===== config.mk =====
export PLATFORM = sky130hd
export DESIGN_NAME = id_stage
export DESIGN_NICKNAME = d
export VERILOG_FILES = /design/src/rtl/cpu_pkg.sv /design/src/rtl/id_fwd_mux.sv /design/src/rtl/id_stage.sv
export SDC_FILE = /design/constraint.sdc
export NUM_CORES = 1
export LEC_CHECK = 0
export BUFFER_PORTS_ARGS = -buffer_cell sky130_fd_sc_hd__buf_2
export CAP_MARGIN = 20
export CORE_AREA = 3 3 155 157
export CTS_CLUSTER_DIAMETER = 30
export DETAILED_ROUTE_END_ITERATION = 12
export DIE_AREA = 0 0 158 160
export HOLD_SLACK_MARGIN = 0.08
export PLACE_DENSITY = 0.73
export SKIP_CTS_REPAIR_TIMING = 1
export SYNTH_ARGS = -nofsm -noshare
export SYNTH_HDL_FRONTEND = slang
export SYNTH_SLANG_ARGS = --single-unit

===== constraint.sdc =====
create_clock -name clk -period 2.2 [get_ports clk]
set_clock_uncertainty 0.2 [all_clocks]
set_input_delay 0.33 -clock clk [delete_from_list [all_inputs] [get_ports clk]]
set_output_delay 0.33 -clock clk [all_outputs]
set_load 0.02 [all_outputs]

===== src/rtl/cpu_pkg.sv =====
// Shared definitions for the MIPS-subset pipeline.
// Contents: width defaults, opcode/funct constants, the decoded-control struct
// and the decode helper used by the ID stage.
package cpu_pkg;

  localparam int unsigned XLEN_DEFAULT  = 32;
  localparam int unsigned RADDR_DEFAULT = 5;

  localparam logic [5:0] OP_RTYPE = 6'h00;
  localparam logic [5:0] OP_LW    = 6'h23;
  localparam logic [5:0] OP_SW    = 6'h2B;
  localparam logic [5:0] OP_BEQ   = 6'h04;
  localparam logic [5:0] OP_BNE   = 6'h05;
  localparam logic [5:0] OP_ADDI  = 6'h08;
  localparam logic [5:0] OP_ADDIU = 6'h09;
  localparam logic [5:0] OP_SLTI  = 6'h0A;
  localparam logic [5:0] OP_ANDI  = 6'h0C;
  localparam logic [5:0] OP_ORI   = 6'h0D;
  localparam logic [5:0] OP_XORI  = 6'h0E;
  localparam logic [5:0] OP_LUI   = 6'h0F;

  localparam logic [5:0] FN_JR = 6'h08;

  typedef struct packed {
    logic [4:0] dst;
    logic       use_s;     // rs is a real source operand
    logic       use_t;     // rt is a real source operand
    logic       zero_ext;  // logical immediates are zero-extended
    logic       reg_write;
    logic       is_load;
    logic       is_store;
    logic       is_branch;
    logic       illegal;
  } ctrl_t;

  function automatic ctrl_t decode(input logic [31:0] instr);
    ctrl_t c;
    c = '0;
    case (instr[31:26])
      OP_RTYPE: begin
        c.dst       = instr[15:11];
        c.use_s     = 1'b1;
        c.use_t     = 1'b1;
        c.reg_write = (instr[5:0] != FN_JR);
      end
      OP_LW: begin
        c.dst       = instr[20:16];
        c.use_s     = 1'b1;
        c.reg_write = 1'b1;
        c.is_load   = 1'b1;
      end
      OP_SW: begin
        c.use_s    = 1'b1;
        c.use_t    = 1'b1;
        c.is_store = 1'b1;
      end
      OP_BEQ, OP_BNE: begin
        c.use_s     = 1'b1;
        c.use_t     = 1'b1;
        c.is_branch = 1'b1;
      end
      OP_ADDI, OP_ADDIU, OP_SLTI: begin
        c.dst       = instr[20:16];
        c.use_s     = 1'b1;
        c.reg_write = 1'b1;
      end
      OP_LUI: begin
        c.dst       = instr[20:16];
        c.reg_write = 1'b1;
      end
      OP_ANDI, OP_ORI, OP_XORI: begin
        c.dst       = instr[20:16];
        c.use_s     = 1'b1;
        c.reg_write = 1'b1;
        c.zero_ext  = 1'b1;
      end
      default: c.illegal = 1'b1;
    endcase
    return c;
  endfunction

endpackage


===== src/rtl/id_fwd_mux.sv =====
// Operand select for one source register of the ID stage.
// Inputs: source address and whether it is used, EX/MEM/WB producer info,
// register-file read data. Output: val, the forwarded operand (0 for $0 or
// when the source is not used by the instruction).
module id_fwd_mux
  import cpu_pkg::*;
#(
  parameter int unsigned XLEN  = XLEN_DEFAULT,
  parameter int unsigned RADDR = RADDR_DEFAULT
) (
  input  logic             used,
  input  logic [RADDR-1:0] src,
  input  logic             ex_valid,
  input  logic             ex_reg_write,
  input  logic             ex_is_load,
  input  logic [RADDR-1:0] ex_dst,
  input  logic [XLEN-1:0]  ex_alu_result,
  input  logic             mem_wr,
  input  logic [RADDR-1:0] mem_dst,
  input  logic [XLEN-1:0]  mem_result,
  input  logic             wb_wr,
  input  logic [RADDR-1:0] wb_dst,
  input  logic [XLEN-1:0]  wb_data,
  input  logic [XLEN-1:0]  rf_data,
  output logic [XLEN-1:0]  val
);

  // Youngest producer wins; a load in EX has no value yet (stall covers it).
  always_comb begin
    val = rf_data;
    if (!used || src == '0) begin
      val = '0;
    end else if (ex_valid && ex_reg_write && !ex_is_load && ex_dst == src) begin
      val = ex_alu_result;
    end else if (mem_wr && mem_dst == src) begin
      val = mem_result;
    end else if (wb_wr && wb_dst == src) begin
      val = wb_data;
    end
  end

endmodule


===== src/rtl/id_stage.sv =====
// Instruction-decode stage: IF/ID register, decode, operand forwarding,
// load-use stall detection and the ID/EX register.
// Ports: fetch handshake (if_*, id_stall), flush from EX, register-file
// read port (rf_*), producer info from EX/MEM/WB, ID/EX outputs (ex_*).
module id_stage
  import cpu_pkg::*;
#(
  parameter int unsigned XLEN  = XLEN_DEFAULT,
  parameter int unsigned RADDR = RADDR_DEFAULT
) (
  input  logic             clk,
  input  logic             reset,
  input  logic             if_valid,
  input  logic [XLEN-1:0]  if_instr,
  input  logic [XLEN-1:0]  if_pc,
  output logic             id_stall,
  input  logic             flush,
  output logic [RADDR-1:0] rf_s_addr,
  output logic [RADDR-1:0] rf_t_addr,
  input  logic [XLEN-1:0]  rf_s_data,
  input  logic [XLEN-1:0]  rf_t_data,
  input  logic [XLEN-1:0]  ex_alu_result,
  input  logic             mem_wr,
  input  logic [RADDR-1:0] mem_dst,
  input  logic [XLEN-1:0]  mem_result,
  input  logic             wb_wr,
  input  logic [RADDR-1:0] wb_dst,
  input  logic [XLEN-1:0]  wb_data,
  output logic             ex_valid,
  output logic [XLEN-1:0]  ex_pc,
  output logic [5:0]       ex_opcode,
  output logic [5:0]       ex_funct,
  output logic [4:0]       ex_shamt,
  output logic [XLEN-1:0]  ex_imm,
  output logic [XLEN-1:0]  ex_s_val,
  output logic [XLEN-1:0]  ex_t_val,
  output logic [RADDR-1:0] ex_dst,
  output logic             ex_reg_write,
  output logic             ex_is_load,
  output logic             ex_is_store,
  output logic             ex_is_branch,
  output logic             ex_illegal
);

  typedef struct packed {
    logic             valid;
    logic [XLEN-1:0]  pc;
    logic [5:0]       opcode;
    logic [5:0]       funct;
    logic [4:0]       shamt;
    logic [XLEN-1:0]  imm;
    logic [XLEN-1:0]  s_val;
    logic [XLEN-1:0]  t_val;
    logic [RADDR-1:0] dst;
    logic             reg_write;
    logic             is_load;
    logic             is_store;
    logic             is_branch;
    logic             illegal;
  } idex_t;

  logic            ifid_valid_q;
  logic [XLEN-1:0] ifid_instr_q;
  logic [XLEN-1:0] ifid_pc_q;
  idex_t           idex_d, idex_q;
  ctrl_t           ctrl;
  logic [15:0]     imm16;
  logic [XLEN-1:0] imm_ext;
  logic [XLEN-1:0] s_val, t_val;

  // IF/ID register: flush kills the fetched instruction, stall holds it.
  always_ff @(posedge clk) begin
    if (reset || flush) begin
      ifid_valid_q <= 1'b0;
      ifid_instr_q <= '0;
      ifid_pc_q    <= '0;
    end else if (!id_stall) begin
      ifid_valid_q <= if_valid;
      ifid_instr_q <= if_instr;
      ifid_pc_q    <= if_pc;
    end
  end

  assign ctrl      = decode(ifid_instr_q[31:0]);
  assign rf_s_addr = ifid_instr_q[25:21];
  assign rf_t_addr = ifid_instr_q[20:16];
  assign imm16     = ifid_instr_q[15:0];
  assign imm_ext   = ctrl.zero_ext ? {{(XLEN-16){1'b0}}, imm16}
                                   : {{(XLEN-16){imm16[15]}}, imm16};

  // A load in EX cannot forward yet; hold one cycle until it reaches MEM.
  assign id_stall = ifid_valid_q && idex_q.valid && idex_q.is_load && (idex_q.dst != '0) &&
                    ((ctrl.use_s && idex_q.dst == rf_s_addr) ||
                     (ctrl.use_t && idex_q.dst == rf_t_addr));

  id_fwd_mux #(.XLEN(XLEN), .RADDR(RADDR)) u_fwd_s (
    .used          (ctrl.use_s),
    .src           (rf_s_addr),
    .ex_valid      (idex_q.valid),
    .ex_reg_write  (idex_q.reg_write),
    .ex_is_load    (idex_q.is_load),
    .ex_dst        (idex_q.dst),
    .ex_alu_result (ex_alu_result),
    .mem_wr        (mem_wr),
    .mem_dst       (mem_dst),
    .mem_result    (mem_result),
    .wb_wr         (wb_wr),
    .wb_dst        (wb_dst),
    .wb_data       (wb_data),
    .rf_data       (rf_s_data),
    .val           (s_val)
  );

  id_fwd_mux #(.XLEN(XLEN), .RADDR(RADDR)) u_fwd_t (
    .used          (ctrl.use_t),
    .src           (rf_t_addr),
    .ex_valid      (idex_q.valid),
    .ex_reg_write  (idex_q.reg_write),
    .ex_is_load    (idex_q.is_load),
    .ex_dst        (idex_q.dst),
    .ex_alu_result (ex_alu_result),
    .mem_wr        (mem_wr),
    .mem_dst       (mem_dst),
    .mem_result    (mem_result),
    .wb_wr         (wb_wr),
    .wb_dst        (wb_dst),
    .wb_data       (wb_data),
    .rf_data       (rf_t_data),
    .val           (t_val)
  );

  // Bubble (all zero) on flush, stall or empty IF/ID.
  always_comb begin
    idex_d = '0;
    if (ifid_valid_q && !id_stall && !flush) begin
      idex_d.valid     = 1'b1;
      idex_d.pc        = ifid_pc_q;
      idex_d.opcode    = ifid_instr_q[31:26];
      idex_d.funct     = ifid_instr_q[5:0];
      idex_d.shamt     = ifid_instr_q[10:6];
      idex_d.imm       = imm_ext;
      idex_d.s_val     = s_val;
      idex_d.t_val     = t_val;
      idex_d.dst       = ctrl.dst;
      idex_d.reg_write = ctrl.reg_write;
      idex_d.is_load   = ctrl.is_load;
      idex_d.is_store  = ctrl.is_store;
      idex_d.is_branch = ctrl.is_branch;
      idex_d.illegal   = ctrl.illegal;
    end
  end

  always_ff @(posedge clk) begin
    if (reset) begin
      idex_q <= '0;
    end else begin
      idex_q <= idex_d;
    end
  end

  assign ex_valid     = idex_q.valid;
  assign ex_pc        = idex_q.pc;
  assign ex_opcode    = idex_q.opcode;
  assign ex_funct     = idex_q.funct;
  assign ex_shamt     = idex_q.shamt;
  assign ex_imm       = idex_q.imm;
  assign ex_s_val     = idex_q.s_val;
  assign ex_t_val     = idex_q.t_val;
  assign ex_dst       = idex_q.dst;
  assign ex_reg_write = idex_q.reg_write;
  assign ex_is_load   = idex_q.is_load;
  assign ex_is_store  = idex_q.is_store;
  assign ex_is_branch = idex_q.is_branch;
  assign ex_illegal   = idex_q.illegal;

endmodule

After elaboration in Yosys (flattened, before gate mapping)
Cells that the tools add are included.

Mux-type cells: 19. Shift operators: 0. Add/subtract/negate cells: 0. Equal/unequal tests: 18. Divide/modulo/power cells: 0. $lt $le $gt $ge: 0. Reductions and logical operators: 39. Bitwise logic cells: 1. $mul: 0.

Operators by type and width (count): $mux 32 (9); $mux 156 (1); $eq 6x4->1 const B (7); $eq 5x5->1 (6); $logic_and 1x1->1 (16); $eq 6x3->1 const B (2); $eq 6x6->1 const B (2); $reduce_or 12->1 (1); $reduce_or 3->1 (4); $reduce_or 11->1 (1); $logic_not 5->1 (2); $pmux 5 s2 (1); $reduce_or 8->1 (1); $mux 1 (7); $logic_not 6->1 (1); $ne 6x4->1 const B (1); $logic_not 1->1 (5); $reduce_bool 5->1 (1); $logic_or 1x1->1 (4); $reduce_or 2->1 (2); $reduce_or 4->1 (1); $pmux 1 s2 (1); $not 1->1 (1).

Latch bits: 0. Memories kept: 0. Input port bits: 240. Bits in read-only memories: 0. Flip-flop bits (word level): 206. Output and inout bits: 167. Logic and storage cells: 95. Bits in writable memories: 0.

Depth between registers and ports, before layout
Gate-level depths: netlist of the first run.

Word-level depth: 11. Depth in mapped cells: 11. Mapped depth without buffers: 8.

Cells and area by module
From an unflattened synthesis of the first run, not the netlist that was laid out.

Cells, all modules: 1014. Area, all modules: 9354.0 µm².

Modules (own cells, without submodules): id_stage (cells an instance 658, seq. area each 3903.7 µm², area an instance 6869.1 µm², times used 1); id_fwd_mux (cells an instance 178, seq. area each 0.0 µm², area an instance 1242.4 µm², times used 2).

Worst setup path after synthesis of the first run
OpenSTA, ideal clock, no wires.

Kind: register to register. From: reg idex_q (netlist bit ex_dst[0]). To: reg idex_q (netlist bit ex_t_val[10]). Arrival time: 1.915 ns. Setup slack: -0.053 ns. Library setup time: 0.138 ns. Required time: 1.862 ns. Clock period less this slack: 2.253 ns. Cell stages (with the launch flop): 11. Path buffers: 2. Cells stage by stage: dfxtp_1 -> xnor2_1 -> nand3_1 -> nor2_1 -> a21oi_4 -> o21ai_4 -> inv_2 -> buf_6 -> nand2_8 -> buf_8 -> a2111oi_4.

Longest elaborated chain between the ends: 9. Elaborated cells between the ends (all ways): 15. Those cells by class: eq/ne: 2; mux: 1; bitwise: 1; reduce/logical: 11.

Ends and longest elaborated chain: start: declaration (line id_stage.sv:65) `idex_t idex_d, idex_q;`; start signal: assignment (line id_stage.sv:157) `idex_q <= idex_d;`; $eq 5x5->1 (on tied branches) (line id_stage.sv:93, id_fwd_mux.sv:33, id_stage.sv:94); $logic_and 1x1->1 (on tied branches) (line id_stage.sv:93, id_stage.sv:94); $logic_or 1x1->1 (line id_stage.sv:93) `((ctrl.use_s && idex_q.dst == rf_s_addr) ||`; $logic_and 1x1->1 (line id_stage.sv:92) `assign id_stall = ifid_valid_q && idex_q.valid && idex_q.is_load && (idex_q.dst != '0) &&`; $logic_not 1->1 (line id_stage.sv:135) `if (ifid_valid_q && !id_stall && !flush) begin`; $logic_and 1x1->1 (2 in series) (line id_stage.sv:135); $not 1->1 (no source line); $reduce_or 3->1 (no source line).

Parallel ways exist; a longest one is shown, timed or not. A chain may end at the register's enable or synchronous reset.

Worst setup path in the final report of the first run
From: reg idex_q (netlist bit ex_dst[2]). To: out id_stall.

Longest elaborated chain between the ends: 4. Elaborated cells between the ends (all ways): 8. Those cells by class: eq/ne: 2; reduce/logical: 6.

Ends and longest elaborated chain: $eq 5x5->1 (on tied branches) (line id_stage.sv:93, id_stage.sv:94); $logic_and 1x1->1 (on tied branches) (line id_stage.sv:93, id_stage.sv:94); $logic_or 1x1->1 (line id_stage.sv:93); $logic_and 1x1->1 (*) (line id_stage.sv:92); end: declaration (line id_stage.sv:16) `output logic id_stall,`.

Every way passes the cells marked *; elsewhere a longest branch is shown, timed or not.

==> impl_metrics.csv, run 1 <==
group,metric,value,unit
detailed_routing,dr.first_iter.drc_count,660,
timing,setup-tns-final,-6730,ps
timing,period_share,1.10,
timing,grt_setup_unrepaired,"yes",
min_path,source_of_the_worst_hold_timing_path,"ex_alu_result[3]",
setup_path,path_class,"reg -> out",
timing,worst-slew-pin-transition,661,ps
detailed_routing,final_wl,39.9,mm
synthesis,synthesis.area,9420,um^2
finish,design.final.nets,1687,
global_routing,grt_first_pass_wirelength,47.9,mm
power,seq_power_share,0.454,
floorplanning,fp.dieH,160,um
setup_path,regToRegStartpoint,"ex_dst[2]$_SDFF_PP0_",
finish,layout.cell_area.non_filler,15200,um^2
timing,hold_viol,0,
power,switching_power,2.22,mW
detailed_routing,drc_violations,0,
clock_network,cts_tree,"yes",
power,clock_group_share_of_total_power,0.417,
placed_design,hpwlAfterDp,24.7,mm
detailed_routing,drt-pass1-iter-count,5,
timing,timing.max_slew.rel_slack,0.556,
timing,timing.final.ws_setup,-230,ps
synthesis,yosys-top-cells-area,"dfxtp_1 41%, mux2i_1 13%, a2111oi_4 9.1%",
timing,setup-violations-final,79,
finish,finish.utilization,0.670,
run,maxcap_viol_count,0,
power,power_per_cell_area,527,nW/um^2
detailed_routing,vias_per_cell,5.39,
setup_path,setup.worst_path.end_class,"output pin",
detailed_routing,detailroute.via_count,9442,
clock_network,clkLatencyLatePin,440,ps
synthesis,yosysWarnings,0,
timing,max_clock_freq,412,MHz
floorplanning,floorplan.die.width,158,um
setup_path,timing.critical_path.cells,"or4_4, o2111a_1, nand2b_4, inv_8, buf_6",
clock_network,clk_path_buf_depth,2,
finish,fin_cells,1753,
synthesis,netlist.top_cell.by_area,"dfxtp_1",
global_routing,grt_start_max_net_pins,129,
setup_path,timing.critical_path.slowest_cell_delay,560,ps
synthesis,synth.yosys.seq_area_share,0.415,
power,power.combinational.fraction,0.128,
power,p_leak,6.35,nW
clock_network,cts_inserted_buffers,17,
timing,post-route-min-period,2430,ps
floorplanning,core_area,22600,um^2
placed_design,number_of_placed_instances_with_taps_included,1599,
synthesis,ys_seq_elements,195,
placed_design,place_area,12200,um^2
synthesis,synth.distinct_cells,50,
setup_path,timing.critical_path.arrival,1900,ps
synthesis,mappedNetlistNets,1161,
setup_path,worstPathMaxFanout,6,
setup_path,worst_ep_required_time,1670,ps
floorplanning,num_io_pins,407,
floorplanning,floorplan.initialDensity,0.416,
synthesis,async_flop_share,0,
setup_path,startpoint_type,"flip-flop",
clock_network,depth_of_the_cts_h_tree,4,
power,irDropWorstVdd,448,uV
setup_path,reg2reg_slack,-140,ps
floorplanning,die_area,25300,um^2
clock_network,worst_setup_hold_path_clk_slew,80,ps
synthesis,netlist_instances,921,
synthesis,ys_dominant_reg_cell,"dfxtp_1",
clock_network,tritoncts_num_sinks,195,
global_routing,global_route.usage.total,0.243,
global_routing,globalRouteOverflowTotal,0,
min_path,capture_endpoint_of_the_worst_hold_path,"ex_t_val[3]$_SDFF_PP0_",
placed_design,gpl.final_weighted_congestion,0.910,
run_status,violated_checks,"setup timing",
synthesis,post_synth.cell_area_avg,10.2,um^2
global_routing,antenna_found_initial,11,
finish,layout_commonest_cell,"buf_2",
setup_path,worst_r2r_path_depth,9,
setup_path,regToRegEndpoint,"ex_s_val[3]$_SDFF_PP0_",
global_routing,first_global_vias,8521,
placed_design,buffer_ports.inserted,406,
power,design_power_total,7.99,mW
synthesis,count_of_flip_flops_with_a_built_in_enable_after_synthesis,0,
power,cellInternalPower,5.77,mW
run_status,outcome,"finished with violations",
timing,maxSlewViolCount,0,
finish,flow.area_growth_from_synthesis,61.0,%
setup_path,critical-path-slowest-cell,"or4_4",
detailed_routing,route.antenna.remaining_nets,0,
floorplanning,std_cell_rows,55,
power,switching_part_of_the_total,0.278,
finish,final_cell_mix,"405 x buf_2, 177 x dfxtp_1, 132 x nand2_1",
detailed_routing,wl_per_cell,22.8,um
min_path,hp-class,"in -> reg",
finish,drive_gt1_frac,0.523,
synthesis,synth_top_area_frac,0.415,
min_path,hold_depth,3,
clock_network,clock_tree.root_cell,"clkbuf_16",
state kept, by name, indices dropped and copies added, names as in the netlist, 4 cells and up:
name	count
ex_s_val	32
ex_shamt	4
ex_t_val	32
ifid_instr_q	32
ex_pc	32
ex_opcode	6
ex_dst	5
ex_imm	8
ifid_pc_q	32
ex_funct	5
power groups by stage:
stage / registers, mW / logic (mW) / clock network [mW]
after CTS: 3.62 / 0.758 / 3.36
after floorplan: 3.71 / 0.334 / 0
after detailed placement: 3.71 / 0.755 / 0
after global routing: 3.64 / 1.09 / 3.53
after global placement: 3.71 / 0.742 / 0
final: 3.63 / 1.02 / 3.34
area by class of cell:
cell class,instances,area (um^2)
flip-flops and latches,195,3940
repair buffers,617,4560
multi-input cells,611,5630
well taps,285,357
fillers,1655,7480
clock inverters,14,206
inverters,5,28.8
clock buffers,18,429
diodes,8,20.0
worst max-delay path by stage:
| stage | start | endpoint | slack, ps | cells after the start |
|---|---|---|---|---|
| 6_report | ex_dst[2]$_SDFF_PP0_ | id_stall | -230 | 5 |
| 5_1_grt | ex_dst[2]$_SDFF_PP0_ | id_stall | -300 | 5 |
| 4_1_cts | ifid_instr_q[28]$_SDFFE_PP0N_ | id_stall | -730 | 7 |
| 3_5_place_dp | ifid_instr_q[28]$_SDFFE_PP0N_ | ex_s_val[3]$_SDFF_PP0_ | -290 | 9 |
| 3_3_place_gp | ifid_instr_q[28]$_SDFFE_PP0N_ | ex_s_val[7]$_SDFF_PP0_ | -280 | 9 |
| 2_1_floorplan | ex_dst[2]$_SDFF_PP0_ | ex_t_val[30]$_SDFF_PP0_ | 0.4 | 8 |
metal layers:
layer | part of all wire | wire (um) | vias to the layer above | global-route usage
li1 | - | - | 4225 | -
met1 | 0.34 | 13600 | 4501 | 0.273
met2 | 0.50 | 19800 | 552 | 0.406
met3 | 0.10 | 4130 | 156 | 0.0959
met4 | 0.057 | 2270 | 8 | 0.105
met5 | 0.0011 | 43 | - | 0
Yosys cell counts (all sizes together), types with 3 or more instances:
cell type	n
a2111oi	64
a21oi	5
a22oi	5
and2	53
and3	3
buf	76
clkbuf	34
dfxtp	195
inv	5
mux2i	126
nand2	136
nand2b	3
nand3	5
nor2	83
nor3	68
nor4	6
xnor2	14
xor2	16
cell families after synthesis:
kind of cell / count (synthesis) / share of synthesized area
AO/OA/AOI/OAI: 87 / 0.163
XOR/XNOR: 30 / 0.0279
buffers and inverters: 115 / 0.0753
flip-flops: 195 / 0.415
adder cells (fa/ha/maj): 1 / 0.00106
multiplexers: 126 / 0.134
AND/OR/NAND/NOR: 367 / 0.184
stage by stage:
step / setup WS, ps / hold WS, ps
6_report: -230 / 89.2
5_1_grt: -297 / 75.8
4_1_cts: -728 / -97.7
3_5_place_dp: -287 / 239
3_3_place_gp: -280 / 234
2_1_floorplan: 0.387 / 230
worst max-delay path: cells and delay by family, from the launching register on:
| family | cells | cell delay, ps |
|---|---|---|
| flip-flops | 1 | 330 |
| buffers and inverters | 2 | 170 |
| AND/OR/NAND/NOR | 2 | 670 |
| AO/OA/AOI/OAI | 1 | 300 |
Note: power is estimated with default switching activity, not from simulation.
==> run 2: changes to the inputs <==
--- a/config.mk
+++ b/config.mk
@@ -5,14 +5,15 @@
 export SDC_FILE = /design/constraint.sdc
 export NUM_CORES = 1
 export LEC_CHECK = 0
-export BUFFER_PORTS_ARGS = -buffer_cell sky130_fd_sc_hd__buf_2
+export BUFFER_PORTS_ARGS = -buffer_cell sky130_fd_sc_hd__buf_4
 export CAP_MARGIN = 20
-export CORE_AREA = 3 3 155 157
+export CORE_AREA = 3 3 158 160
+export CTS_BUF_LIST = sky130_fd_sc_hd__clkbuf_4 sky130_fd_sc_hd__clkbuf_8
 export CTS_CLUSTER_DIAMETER = 30
 export DETAILED_ROUTE_END_ITERATION = 12
-export DIE_AREA = 0 0 158 160
+export DIE_AREA = 0 0 161 163
 export HOLD_SLACK_MARGIN = 0.08
-export PLACE_DENSITY = 0.73
+export PLACE_DENSITY = 0.71
 export SKIP_CTS_REPAIR_TIMING = 1
 export SYNTH_ARGS = -nofsm -noshare
 export SYNTH_HDL_FRONTEND = slang
==> run 2 against run 1 <==
Compared with the run above: via count decreased by 2.6%; first-iteration DRC count decreased by 22%; highest routed layer unchanged; worst hold slack got worse by 3.5 ps; critical path type unchanged; sequential power about the same; clock power decreased by 22%; cell count increased by 2.1%; the flow still finishes with violations (setup timing).
==> impl_metrics.csv, run 2 (synthesized netlist as in run 1, its figures left out) <==
group,metric,value,unit
run_status,outcome,"finished with violations",
run_status,violated_checks,"setup timing",
floorplanning,core_area,23500,um^2
timing,max_clock_freq,399,MHz
setup_path,timing.critical_path.buf_inv,2,
clock_network,tritoncts_num_sinks,195,
run,maxcap_viol_count,0,
placed_design,gpl.final_weighted_congestion,0.839,
finish,finish.utilization,0.662,
clock_network,clock_tree.root_cell,"clkbuf_8",
global_routing,global_route.usage.total,0.236,
finish,design.final.nets,1695,
timing,grt_setup_unrepaired,"yes",
power,power_per_cell_area,472,nW/um^2
finish,drive_gt1_frac,0.454,
global_routing,grt_first_pass_wirelength,48.0,mm
detailed_routing,route.antenna.remaining_nets,0,
setup_path,crit_start,"ex_dst[2]$_SDFF_PP0_",
global_routing,gr-usage-met1,0.269,
setup_path,timing.critical_path.cells,"or4_4, o2111a_1, nand2b_4, inv_8, buf_6",
power,power.combinational.fraction,0.153,
detailed_routing,drc_violations,0,
setup_path,critical-path-slowest-cell,"or4_4",
setup_path,timing.critical_path.depth,5,
placed_design,buffer_ports.inserted,406,
clock_network,clk_path_buf_depth,2,
setup_path,regToRegStartpoint,"ifid_instr_q[28]$_SDFFE_PP0N_",
min_path,hp-class,"in -> reg",
finish,layout_commonest_cell,"buf_4",
detailed_routing,detailroute.via_count,9197,
floorplanning,std_cell_rows,56,
clock_network,clkLatencyLatePin,480,ps
setup_path,worst_r2r_path_depth,11,
finish,flow.area_growth_from_synthesis,65.6,%
finish,multi_input_comb_area,5350,um^2
power,p_leak,6.26,nW
clock_network,depth_of_the_cts_h_tree,4,
detailed_routing,final_wl,36.8,mm
timing,worst-slew-pin-transition,715,ps
floorplanning,floorplan.die.width,161,um
timing,period_share,1.14,
setup_path,reg2reg_slack,-150,ps
finish,final_cell_mix,"474 x buf_4, 182 x dfxtp_1, 133 x nand2_1",
setup_path,worst_ep_required_time,1670,ps
setup_path,cpLargestDelayFamily,"simple AND/OR/NAND/NOR gates",
power,design_power_total,7.36,mW
timing,setup-violations-final,118,
power,seq_power_share,0.493,
clock_network,worst_setup_hold_path_clk_slew,120,ps
detailed_routing,wl_per_cell,20.6,um
detailed_routing,vias_per_cell,5.14,
power,cellInternalPower,5.17,mW
floorplanning,die_area,26200,um^2
global_routing,globalRouteMet3Util,0.0735,
detailed_routing,dr.first_iter.drc_count,513,
placed_design,post-place-ws,-186,ps
power,clock_group_share_of_total_power,0.355,
setup_path,timing.critical_path.slowest_cell_delay,550,ps
timing,post-route-min-period,2510,ps
finish,num-fill-cells,1802,
power,switching_power,2.19,mW
timing,timing.final.ws_setup,-306,ps
setup_path,timing.critical_path.arrival,1980,ps
power,irDropWorstVdd,359,uV
global_routing,globalRouteOverflowTotal,0,
timing,setup-tns-final,-11090,ps
placed_design,hpwlAfterDp,24.9,mm
timing,hold_viol,0,
placed_design,number_of_placed_instances_with_taps_included,1620,
setup_path,path_class,"reg -> out",
global_routing,first_global_vias,8590,
setup_path,regToRegEndpoint,"ex_s_val[5]$_SDFF_PP0_",
setup_path,worstPathMaxFanout,5,
power,switching_part_of_the_total,0.298,
detailed_routing,drt-pass1-iter-count,5,
global_routing,grt_start_max_net_pins,129,
floorplanning,num_io_pins,407,
setup_path,endpoint_of_the_worst_setup_timing_path,"id_stall",
global_routing,grtUsageMet2,0.414,
timing,timing.max_slew.rel_slack,0.522,
finish,register_area,3930,um^2
global_routing,gr-max-usage-layer,"met2",
floorplanning,fp.dieH,163,um
global_routing,antenna_found_initial,3,
clock_network,cts_inserted_buffers,17,
setup_path,startpoint_type,"flip-flop",
clock_network,cts_tree,"yes",
setup_path,setup.worst_path.end_class,"output pin",
finish,fin_cells,1790,
floorplanning,floorplan.initialDensity,0.400,
timing,maxSlewViolCount,0,
-- run 2: changes by cell type in the layout (fill, tap and decap cells not counted), moves of 15 or more --
cell           before  now
clkbuf_8            0   17
buf_4              72  474
and2_4             45    1
dlygate4sd3_1      74  112
buf_2             405    0
mux2i_1           108  123
clkbuf_16          31    5
and2_1              8   52
-- run 2: cell type report --
type,count,share of cell area
multi-input cells,612,0.343
diodes,3,0.000481
well taps,319,0.0256
repair buffers,624,0.348
inverters,5,0.00185
flip-flops and latches,195,0.252
clock inverters,15,0.0144
clock buffers,17,0.0150
-- run 2: routing by layer --
metal	wire length, um	up-vias
met5	13	-
met3	2860	102
met4	1410	2
li1	-	4225
met1	13700	4418
met2	18900	450
-- run 2: worst min path at each step --
| stage | end | depth (start not counted) | from | slack [ps] |
|---|---|---|---|---|
| 2_1_floorplan | ex_imm[10]$_SDFF_PP0_ | 1 | ifid_instr_q[10]$_SDFFE_PP0N_ | 230 |
| 3_3_place_gp | ex_pc[10]$_SDFF_PP0_ | 1 | ifid_pc_q[10]$_SDFFE_PP0N_ | 230 |
| 3_5_place_dp | ex_pc[8]$_SDFF_PP0_ | 1 | ifid_pc_q[8]$_SDFFE_PP0N_ | 240 |
| 4_1_cts | ifid_valid_q$_SDFFE_PP0N_ | 2 | if_valid | -190 |
| 5_1_grt | ex_t_val[14]$_SDFF_PP0_ | 3 | rf_t_data[14] | 80 |
| 6_report | ex_s_val[27]$_SDFF_PP0_ | 3 | rf_s_data[27] | 90 |
-- run 2: worst register-to-register path: stages, from the launching register on --
cell and delay, ps:
dfxtp_4 370, buf_4 150, nor2_4 90, o22ai_1 80
o21a_2 260, a21oi_4 170, buf_4 140, o21ai_4 60
inv_4 80, o211ai_4 170, clkbuf_16 240, a2111oi_2 230
-- run 2: power by group through the flow --
stage                     clock, mW  sequential, mW  combinational [mW]
after floorplan                   0            3.71               0.334
after global placement            0            3.71               0.864
after detailed placement          0            3.71               0.873
after CTS                      2.68            3.63               0.876
after global routing           2.81            3.64                1.19
final                          2.61            3.63                1.12
-- run 2: metrics by stage --
step / area (um^2) / hold slack (ps)
detailed placement: 13200 / 240
global placement: 13200 / 234
CTS: 13600 / -192
global route: 15600 / 77.4
finish: 15600 / 85.7
floorplan: 9430 / 230
